## config.mk

```make
export PLATFORM = sky130hd
export DESIGN_NAME = instruction_controller
export DESIGN_NICKNAME = d
export VERILOG_FILES = /design/src/rtl/instruction_controller.sv
export SDC_FILE = /design/constraint.sdc
export NUM_CORES = 1
export LEC_CHECK = 0
export CORE_ASPECT_RATIO = 2
export CORE_UTILIZATION = 44
export CTS_CLUSTER_DIAMETER = 30
export CTS_CLUSTER_SIZE = 14
export DETAILED_ROUTE_END_ITERATION = 8
export HOLD_SLACK_MARGIN = 0.08
export PLACE_DENSITY = 0.95
export RECOVER_POWER = 50
export SLEW_MARGIN = 20
export SYNTH_ARGS = -nofsm -noshare
export SYNTH_HDL_FRONTEND = slang
export SYNTH_SLANG_ARGS = --single-unit
```

## constraint.sdc

```tcl
create_clock -name clk -period 2.9 [get_ports clk]
set_input_delay 0.58 -clock clk [delete_from_list [all_inputs] [get_ports clk]]
set_output_delay 0.58 -clock clk [all_outputs]
set_load 0.02 [all_outputs]
```

## src/rtl/instruction_controller.sv

```systemverilog
// Instruction register, decoder and Moore control FSM for the register/ALU datapath.
// Control outputs are registered per state and forced to their idle values while rst_n is low.
module instruction_controller (
   input  logic        clk,
   input  logic        rst_n,
   input  logic [15:0] in,
   input  logic        load,
   input  logic        s,
   output logic        w,
   output logic [15:0] sximm8,
   output logic [15:0] sximm5,
   output logic [1:0]  shift,
   output logic [1:0]  ALUop,
   output logic [2:0]  readnum,
   output logic [2:0]  writenum,
   output logic        loada,
   output logic        loadb,
   output logic        loadc,
   output logic        loads,
   output logic        asel,
   output logic        bsel,
   output logic        write,
   output logic [3:0]  vsel
);

   typedef enum logic [2:0] {
      WAIT, DECODE, WR_IMM, GET_A, GET_B, EXEC, WR_REG
   } state_t;

   typedef struct packed {
      logic       w;
      logic       loada;
      logic       loadb;
      logic       loadc;
      logic       loads;
      logic       asel;
      logic       bsel;
      logic       write;
      logic [3:0] vsel;
      logic [1:0] shift;
      logic [2:0] rsel;
   } ctrl_t;

   state_t      state, next_state;
   logic [15:0] ir, next_ir;
   ctrl_t       ctrl_q;

   function automatic state_t decode_next(input logic [15:0] i);
      case (i[15:11])
         5'b11010:                     return WR_IMM;
         5'b11000, 5'b10111:           return GET_B;
         5'b10100, 5'b10101, 5'b10110: return GET_A;
         default:                      return WAIT;
      endcase
   endfunction

   // Control word for a state; evaluated for the upcoming state so outputs come straight from flops.
   function automatic ctrl_t ctrl_of(input state_t st, input logic [15:0] i);
      ctrl_t c;
      c = '0;
      case (st)
         WAIT:    c.w = 1'b1;
         WR_IMM:  begin
            c.rsel  = i[10:8];
            c.vsel  = 4'b0010;
            c.write = 1'b1;
         end
         GET_A:   begin
            c.rsel  = i[10:8];
            c.loada = 1'b1;
         end
         GET_B:   begin
            c.rsel  = i[2:0];
            c.loadb = 1'b1;
            c.shift = i[4:3];
         end
         EXEC:    begin
            c.shift = i[4:3];
            c.asel  = (i[15:13] == 3'b110);
            c.loads = (i[15:11] == 5'b10101);
            c.loadc = (i[15:11] != 5'b10101);
         end
         WR_REG:  begin
            c.rsel  = i[7:5];
            c.vsel  = 4'b1000;
            c.write = 1'b1;
            c.shift = i[4:3];
         end
         default: c = '0;
      endcase
      return c;
   endfunction

   always_comb begin
      next_state = state;
      next_ir    = ir;
      case (state)
         WAIT:    begin
            if (load) next_ir = in;
            if (s)    next_state = DECODE;
         end
         DECODE:  next_state = decode_next(ir);
         WR_IMM:  next_state = WAIT;
         GET_A:   next_state = GET_B;
         GET_B:   next_state = EXEC;
         EXEC:    next_state = (ir[15:11] == 5'b10101) ? WAIT : WR_REG;
         WR_REG:  next_state = WAIT;
         default: next_state = WAIT;
      endcase
   end

   always_ff @(posedge clk) begin
      if (!rst_n) begin
         state  <= WAIT;
         ir     <= 16'h0000;
         ctrl_q <= ctrl_of(WAIT, 16'h0000);
      end else begin
         state  <= next_state;
         ir     <= next_ir;
         ctrl_q <= ctrl_of(next_state, next_ir);
      end
   end

   // Reset overrides every output combinationally so no write can leak out mid-instruction.
   assign w        = rst_n ? ctrl_q.w     : 1'b1;
   assign loada    = rst_n & ctrl_q.loada;
   assign loadb    = rst_n & ctrl_q.loadb;
   assign loadc    = rst_n & ctrl_q.loadc;
   assign loads    = rst_n & ctrl_q.loads;
   assign asel     = rst_n & ctrl_q.asel;
   assign bsel     = rst_n & ctrl_q.bsel;
   assign write    = rst_n & ctrl_q.write;
   assign vsel     = rst_n ? ctrl_q.vsel  : 4'b0000;
   assign shift    = rst_n ? ctrl_q.shift : 2'b00;
   assign readnum  = rst_n ? ctrl_q.rsel  : 3'b000;
   assign writenum = rst_n ? ctrl_q.rsel  : 3'b000;
   assign ALUop    = rst_n ? ir[12:11]    : 2'b00;
   assign sximm8   = rst_n ? {{8{ir[7]}}, ir[7:0]}  : 16'h0000;
   assign sximm5   = rst_n ? {{11{ir[4]}}, ir[4:0]} : 16'h0000;

endmodule

```

==> results.txt, run 1 <==
- Hold timing on the final database bottoms out at a slack of 488 ps.
* Detailed-route DRC error count: 0
- Status: finished clean
- Pin placement for this block handled 74 I/O pins.
- The first global-routing pass estimated 5.44 mm of wire.
- STA puts the critical path data required time at 2320 ps.
- Counting I/O delays and the setup requirement, the final critical path takes 2760 ps.
* Initial antenna violation count: 0
* Number of pins with negative max-slew slack in the final report: 0
- In this run, CTS created clock tree buffers numbering 5.
* Number of synthesized register bits: 33
- Total global routing overflow: 0
- In the final routed layout, each cell accounts on average for 12.5 um.
- Global routing used 18.9% of the available tracks across all layers.
* Worst min-delay path category: reg -> reg
- Category of cells accounting for the largest share of critical-path delay: buffers and inverters
- Placer congestion estimate: 0.932
- Unique cell type count in the Yosys netlist: 33
- Crit path DAT: 2180 ps
- IR analysis of the VDD net gives a maximum drop of 0.368 mV.
- The hold violation count in the final report is 0.
* Post-synthesis to final-layout area growth: 39.4%
- Tcrit/Tclk final: 95.2%
* Worst-Margin Slew: 690 ps
- During synthesis, Yosys emitted a total of 0 warnings.
- Commonest non-fill, non-tap cell in the layout: sky130_fd_sc_hd__clkdlybuf4s50_1
* Aggregate routed wire length: 3.44 mm
- Area occupied by registers: 661 um2
- STA classifies the critical path startpoint as an input port.
* Setup TNS Final: 0 ps
- Number of rows in the core area: 30
- The layout has 303 filler cells.
- TritonCTS built the clock tree.
* Mean cell area of the mapped netlist: 9.06 um2
- Final setup violation count: 0
- Between clock sinks in the finished design, the worst skew comes to 4.37 ps.
- Core Footprint: 3450 um2
- Routed vias/inst: 4.83
- Crit-path max cell delay: 680 ps
- Count of buffer and inverter cells on the critical path: 2
- Cell repeated most along the worst path: sky130_fd_sc_hd__clkdlybuf4s50_1
- Setup Fix Bufs, Post-CTS: 0
- Relative slew margins: 54.0%
* Peak Freq: 362 MHz
- The final layout contains 246 nets.
- For this block, the via count after detailed routing is 1329.
* Finished Core Util: 65.1%
- The die is 44.8 um wide.
* Most used cells in the layout excluding fill and tap cells: sky130_fd_sc_hd__clkdlybuf4s50_1 (59), sky130_fd_sc_hd__dfxtp_1 (33), sky130_fd_sc_hd__nor2_1 (26), sky130_fd_sc_hd__and2_1 (21), sky130_fd_sc_hd__mux2i_1 (16)
* Unrepaired setup endpoints after global routing: no
- Ratio of cells with drive above 1 in the final layout: 7.05%
- Maximum number of pins on one net before global-route repair: 16
- Once detailed placement completed, the half-perimeter wirelength came to 2.71 mm.
- The clock reaches the later pin of the worst-skew pair after 280 ps.
- Clock sink total: 33
- Once detail routing completed, the nets flagged for antenna violations numbered 0.
- The setup check on the worst reg-to-reg path leaves a slack of 700 ps.
- Critical Path, Cell by Cell: clkdlybuf4s50_1 -> and2_1 -> clkdlybuf4s50_1
- Summed instance area of the synthesized netlist: 1610 um2
- Of all nets on the critical path, the largest fanout is 9.
- The number of hold buffers added after CTS was 0.
* Category of the worst setup path capture point: output pin
* Total Die Area: 3930 um2
- Starting utilization of the core area: 46.7%
* Synthesized instance count: 178
- Critical path type: in -> out
- Clock tree buffer depth: 2
- Count of routing violations after the opening detailed-route iteration: 15
- Clock-pin slew was measured on the worst setup and hold paths at 60 ps.
* 1st-pass router iterations: 4
* Number of max-cap violations: 0
- Summing all multi-input logic gate instances after layout gives 684 um2.
- The analysis attributes to cell leakage a power of 0.000907 uW.
- Dividing total power by cell area gives a power density of 452 nW/um2.
* Total inserted antenna cells: 0
- Number of global-route vias before repair: 1263
* Proportion of synthesized chip area in sequential cells: 41.0%
* Die extent in y: 87.6 um
* Clock tree root driver cell: sky130_fd_sc_hd__clkbuf_8
* Library cell contributing the largest single delay on the critical path: sky130_fd_sc_hd__clkdlybuf4s50_1
- Port Buf Inserts: 70
- # H-tree levels: 2
path summary, 6_finish.rpt:
check	start	to	depth (start not counted)
max	rst_n	sximm8[7]	3
min	ir[8]	ir[8]	2
max reg2reg	state[0]	ctrl_q[12]	5
min reg2reg	ir[8]	ir[8]	2
cell families after synthesis:
| group | Yosys count | synth area share (%) |
|---|---|---|
| flops | 33 | 41.0 |
| simple gates | 73 | 24.9 |
| other cells | 1 | 0.233 |
| mux | 16 | 9.93 |
| buf+inv | 39 | 16.5 |
| compound gates | 16 | 7.45 |
area by class of cell:
type                            count  area share, %
Sequential cell                    33           29.4
Multi-Input combinational cell    108           30.4
Clock inverter                      1          0.223
Tap cell                           48           2.67
Inverter                            2          0.334
Timing Repair Buffer               76           32.7
Clock buffer                        7           4.28
flip-flops by register name, summed over array words and instances, names as in the netlist:
signal / count
ctrl_q: 14
ir: 16
state: 3
tightest hold or removal path: stages, from the launching register on:
cell	delay, ps
sky130_fd_sc_hd__dfxtp_1	300
sky130_fd_sc_hd__mux2i_1	70
sky130_fd_sc_hd__nor2_1	80
where the power goes:
| part | internal [uW] | switching (uW) | total, uW | leakage, uW |
|---|---|---|---|---|
| logic | 82.9 | 84.5 | 167 | 0.000583 |
| clock network | 214 | 154 | 368 | 0.0000542 |
| registers | 470 | 10.7 | 481 | 0.000269 |
synth_stat cells:
master | count | area share (%)
sky130_fd_sc_hd__mux2i_1 | 16 | 9.9
sky130_fd_sc_hd__nand4b_1 | 2 | 1.1
sky130_fd_sc_hd__dfxtp_1 | 33 | 41
sky130_fd_sc_hd__clkbuf_1 | 5 | 1.2
sky130_fd_sc_hd__conb_1 | 1 | 0.23
sky130_fd_sc_hd__nor3_1 | 3 | 0.93
sky130_fd_sc_hd__a21o_1 | 1 | 0.47
sky130_fd_sc_hd__and2_1 | 23 | 8.9
sky130_fd_sc_hd__buf_4 | 32 | 15
sky130_fd_sc_hd__inv_1 | 2 | 0.47
sky130_fd_sc_hd__nand2b_1 | 2 | 0.78
sky130_fd_sc_hd__nor4b_2 | 1 | 0.93
sky130_fd_sc_hd__nor2_1 | 26 | 6.1
sky130_fd_sc_hd__nand2_1 | 6 | 1.4
sky130_fd_sc_hd__a21oi_1 | 1 | 0.31
sky130_fd_sc_hd__or4b_1 | 1 | 0.62
sky130_fd_sc_hd__a21o_2 | 1 | 0.54
sky130_fd_sc_hd__nor2b_1 | 1 | 0.39
sky130_fd_sc_hd__nor4_1 | 2 | 0.78
sky130_fd_sc_hd__o21a_1 | 3 | 1.4
sky130_fd_sc_hd__and2_2 | 1 | 0.47
sky130_fd_sc_hd__o21a_2 | 1 | 0.54
sky130_fd_sc_hd__o31ai_1 | 1 | 0.47
sky130_fd_sc_hd__nand3b_1 | 2 | 0.93
sky130_fd_sc_hd__a211oi_1 | 1 | 0.47
sky130_fd_sc_hd__a21boi_2 | 1 | 0.70
sky130_fd_sc_hd__and2b_1 | 1 | 0.47
sky130_fd_sc_hd__a21oi_2 | 1 | 0.54
sky130_fd_sc_hd__o22ai_1 | 3 | 1.2
sky130_fd_sc_hd__o32ai_1 | 1 | 0.54
sky130_fd_sc_hd__nor4b_1 | 1 | 0.54
sky130_fd_sc_hd__and4b_1 | 1 | 0.62
sky130_fd_sc_hd__o21ai_0 | 1 | 0.31
layer usage:
metal | GRT usage [%] | part of all wire [%] | vias to the layer above
met2 | 36.8 | 60 | 43
met1 | 16.9 | 34 | 626
met5 | 0 | 0 | -
li1 | - | - | 653
met3 | 4.54 | 4.3 | 7
met4 | 9.09 | 2.1 | 0
repair_timing:
item | in CTS | in global routing
endpoints found under the setup margin | 0 | 3
hold endpoints to repair | 0 | 0
resized for setup | 0 | 1
stage by stage:
| step | instance area, um2 | instances | setup slack, ps | total power, uW |
|---|---|---|---|---|
| after global placement | 2170 | 267 | 130 | 659 |
| after CTS | 2270 | 275 | 52.8 | 1030 |
| after global routing | 2250 | 275 | 59.3 | 1060 |
| after detailed placement | 2170 | 267 | 52.5 | 663 |
| after floorplan | 1620 | 180 | 840 | 602 |
| final | 2250 | 275 | 139 | 1020 |
Power figures use the tool's default switching activity.
==> inputs of run 2 (changes only) <==
- SETUP_SLACK_MARGIN: not set -> 0.4
==> run 2 against run 1 <==
Combinational power down 10%. Worst setup slack better by 330 ps. Die area unchanged.
==> results.txt, run 2 (synthesis results as in run 1) <==
- The run finished with clean final reports.
- The global-route wire length before repair was 5.45 mm (+0.26%).
- The number of H-tree branching levels is 2 (unchanged).
- Unrepaired setup endpoints after global routing: no
- GR Util All Layers: 19.0% (+0.082 points)
- The number of rows in the core area was 30 (unchanged).
* Number of flip-flops in the largest register: 16 (unchanged)
* Core Footprint: 3450 um2 (unchanged)
- Worst supply voltage drop on vdd: 0.366 mV (-0.32%)
* Number of top-level design ports: 74 (unchanged)
- The number of nets at the end of the flow is 246 (unchanged).
* Fin. Hold Viols: 0 (unchanged)
- Number of pins with negative max-slew slack in the final report: 0 (unchanged)
- The total power is 1000 uW (-1.6%).
* Number of global-route vias before repair: 1265 (+0.16%)
- The library cell used most frequently in the layout, excluding fill and tap cells, is sky130_fd_sc_hd__dlygate4sd2_1.
- The longest individual stage delay on the worst path came to 490 ps (-190 ps).
- Total inserted antenna cells: 0 (unchanged)
* Port Buf Inserts: 70 (unchanged)
- 1st-pass router iterations: 4 (unchanged)
- The worst setup path is captured at a register.
- The max-capacitance violation count is 0 (unchanged).
- Clock insertion delay at the later pin of the skew report: 280 ps (about the same)
* Worst EP required: 3040 ps (+720 ps)
* Initial antenna violation count: 0 (unchanged)
* Register bank with the most flops: ir
- Hpwl dp: 2.71 mm (unchanged)
- Aggregate routed wire length: 3.53 mm (+2.7%)
* Critical Path Fanout Max: 7 (-2)
- The final critical-path setup slack is 468 ps (+329 ps).
- The slew of the pin with the lowest slew margin is 690 ps (+0.0523 ps).
* Most used cells in the layout excluding fill and tap cells: sky130_fd_sc_hd__dlygate4sd2_1 (36), sky130_fd_sc_hd__dfxtp_1 (33), sky130_fd_sc_hd__nor2_1 (26), sky130_fd_sc_hd__and2_1 (18)
* Total leakage power: 0.00101 uW (+12%)
* Cell repeated most along the worst path: sky130_fd_sc_hd__nor4b_2
* Post-route ant nets: 0 (unchanged)
- Clock transition at the registers of the reported paths: 60 ps (about the same)
- The setup TNS after final layout came to 0 ps (unchanged).
- The critical path goes through clkdlybuf4s50_1 -> nor4b_2 -> clkbuf_1 -> mux2i_1 -> nor2_1 -> and4b_1 -> nor4b_2.
* Via count: 1340 (+0.83%)
* Tcrit/Tclk final: 83.9% (-11 points)
- Clock sink total: 33 (unchanged)
* Worst min-delay path category: reg -> reg
- The count of filler cells inserted in the layout was 347 (+15%).
- The critical path data arrival time came to 2580 ps (+400 ps).
- The initial standard-cell utilization of the core came to 46.7% (unchanged).
- DP Area: 2170 um2 (unchanged)
- CTS placed an instance of sky130_fd_sc_hd__clkbuf_8 at the clock tree root.
* Die span in x: 44.8 um (unchanged)
* Count of buffer and inverter cells on the critical path: 2 (unchanged)
- Startpoint type of the worst setup path: input port
- The area growth from synthesis to layout is 31.2%.
- Clock tree buffer depth: 2 (unchanged)
- The largest registers in the layout are ir x16, ctrl_q x14, state x3.
- The area of the die is 3930 um2 (unchanged).
- In this design, the largest share of critical-path delay is due to buffers and inverters.
- The proportion of layout cells with a drive suffix above 1 was 9.25% (+2.2 points).
- Critical path type: in -> reg
- Post-DR wirelength/cell: 12.9 um (+2.7%)
- The minimum setup slack after placement was 52.5 ps (unchanged).
- Total non-filler cell area in the finished layout: 2120 um2 (-5.9%)
- CTS tree: built
- The clock buffer count from CTS came to 5 (unchanged).
* Peak Freq: 411 MHz (+14%)
- Library cell contributing the largest single delay on the critical path: sky130_fd_sc_hd__clkbuf_1
- Setup Fix Bufs, Post-CTS: 0 (unchanged)
- The final setup skew came to 4.48 ps (+0.116 ps).
* Die extent in y: 87.6 um (unchanged)
* Routed vias/inst: 4.87 (+0.83%)
- Detailed-route DRC error count: 0 (unchanged)
- The maximum number of pins on one net before global-route repair was 16 (unchanged).
- Hold buffer count at cts: 0 (unchanged)
- The final period demand of the worst path is 2430 ps (-329 ps).
- The cell area power density came to 473 nW/um2 (+4.6%).
- Total global routing overflow: 0 (unchanged)
- Placer congestion estimate: 0.932 (unchanged)
- Final setup violation count: 0 (unchanged)
- The worst slew slack as a fraction of its limit was 54.0% (about the same).
* Count of routing violations after the opening detailed-route iteration: 15 (unchanged)
-- run 2: what timing repair did --
item                                    4_1_cts  5_1_grt
resized for setup                            42       21
cloned                                        0        0
endpoints found under the setup margin       51       21
-- run 2: layout make-up --
type / count / area [um2] / share of cell area [%]
clock inverters: 1 / 5.00 / 0.237
clock buffers: 7 / 96.3 / 4.55
well taps: 48 / 60.1 / 2.84
multi-input cells: 108 / 699 / 33.1
inverters: 2 / 7.51 / 0.355
repair buffers: 76 / 587 / 27.7
flip-flops and latches: 33 / 661 / 31.2
-- run 2: final timing paths --
path	from	to	slack (ps)	cells after the start
setup / recovery	load	ctrl_q[12]	470	7
hold / removal	ir[8]	ir[8]	490	2
setup reg to reg	state[0]	ctrl_q[12]	800	6
hold reg to reg	ir[8]	ir[8]	490	2
-- run 2: where the power goes --
part	switching, uW	internal [uW]
combinational	84.8	65.5
clock	154	214
sequential	11.0	470
total	250	750
-- run 2: layer usage --
layer / part of all wire, % / GRT usage [%] / up-vias
li1: - / - / 653
met1: 34 / 16.9 / 635
met2: 59 / 37.0 / 43
met3: 4.4 / 4.54 / 9
met4: 2.4 / 9.09 / 0
met5: 0 / 0 / -
-- run 2: through the flow --
step                      std cells  hold slack (ps)  util [%]
after global routing            275              534      61.3
after floorplan                 180              456         -
after detailed placement        267              483      62.9
after global placement          267              468      62.9
final                           275              488      61.3
after CTS                       275              498      64.5
-- run 2: worst register-to-register path, stage by stage, from the launching register on --
cell and delay (ps):
sky130_fd_sc_hd__dfxtp_1 350, sky130_fd_sc_hd__nor4b_2 320, sky130_fd_sc_hd__clkbuf_1 490, sky130_fd_sc_hd__mux2i_1 380
sky130_fd_sc_hd__nor2_1 70, sky130_fd_sc_hd__and4b_1 200, sky130_fd_sc_hd__nor4b_2 160
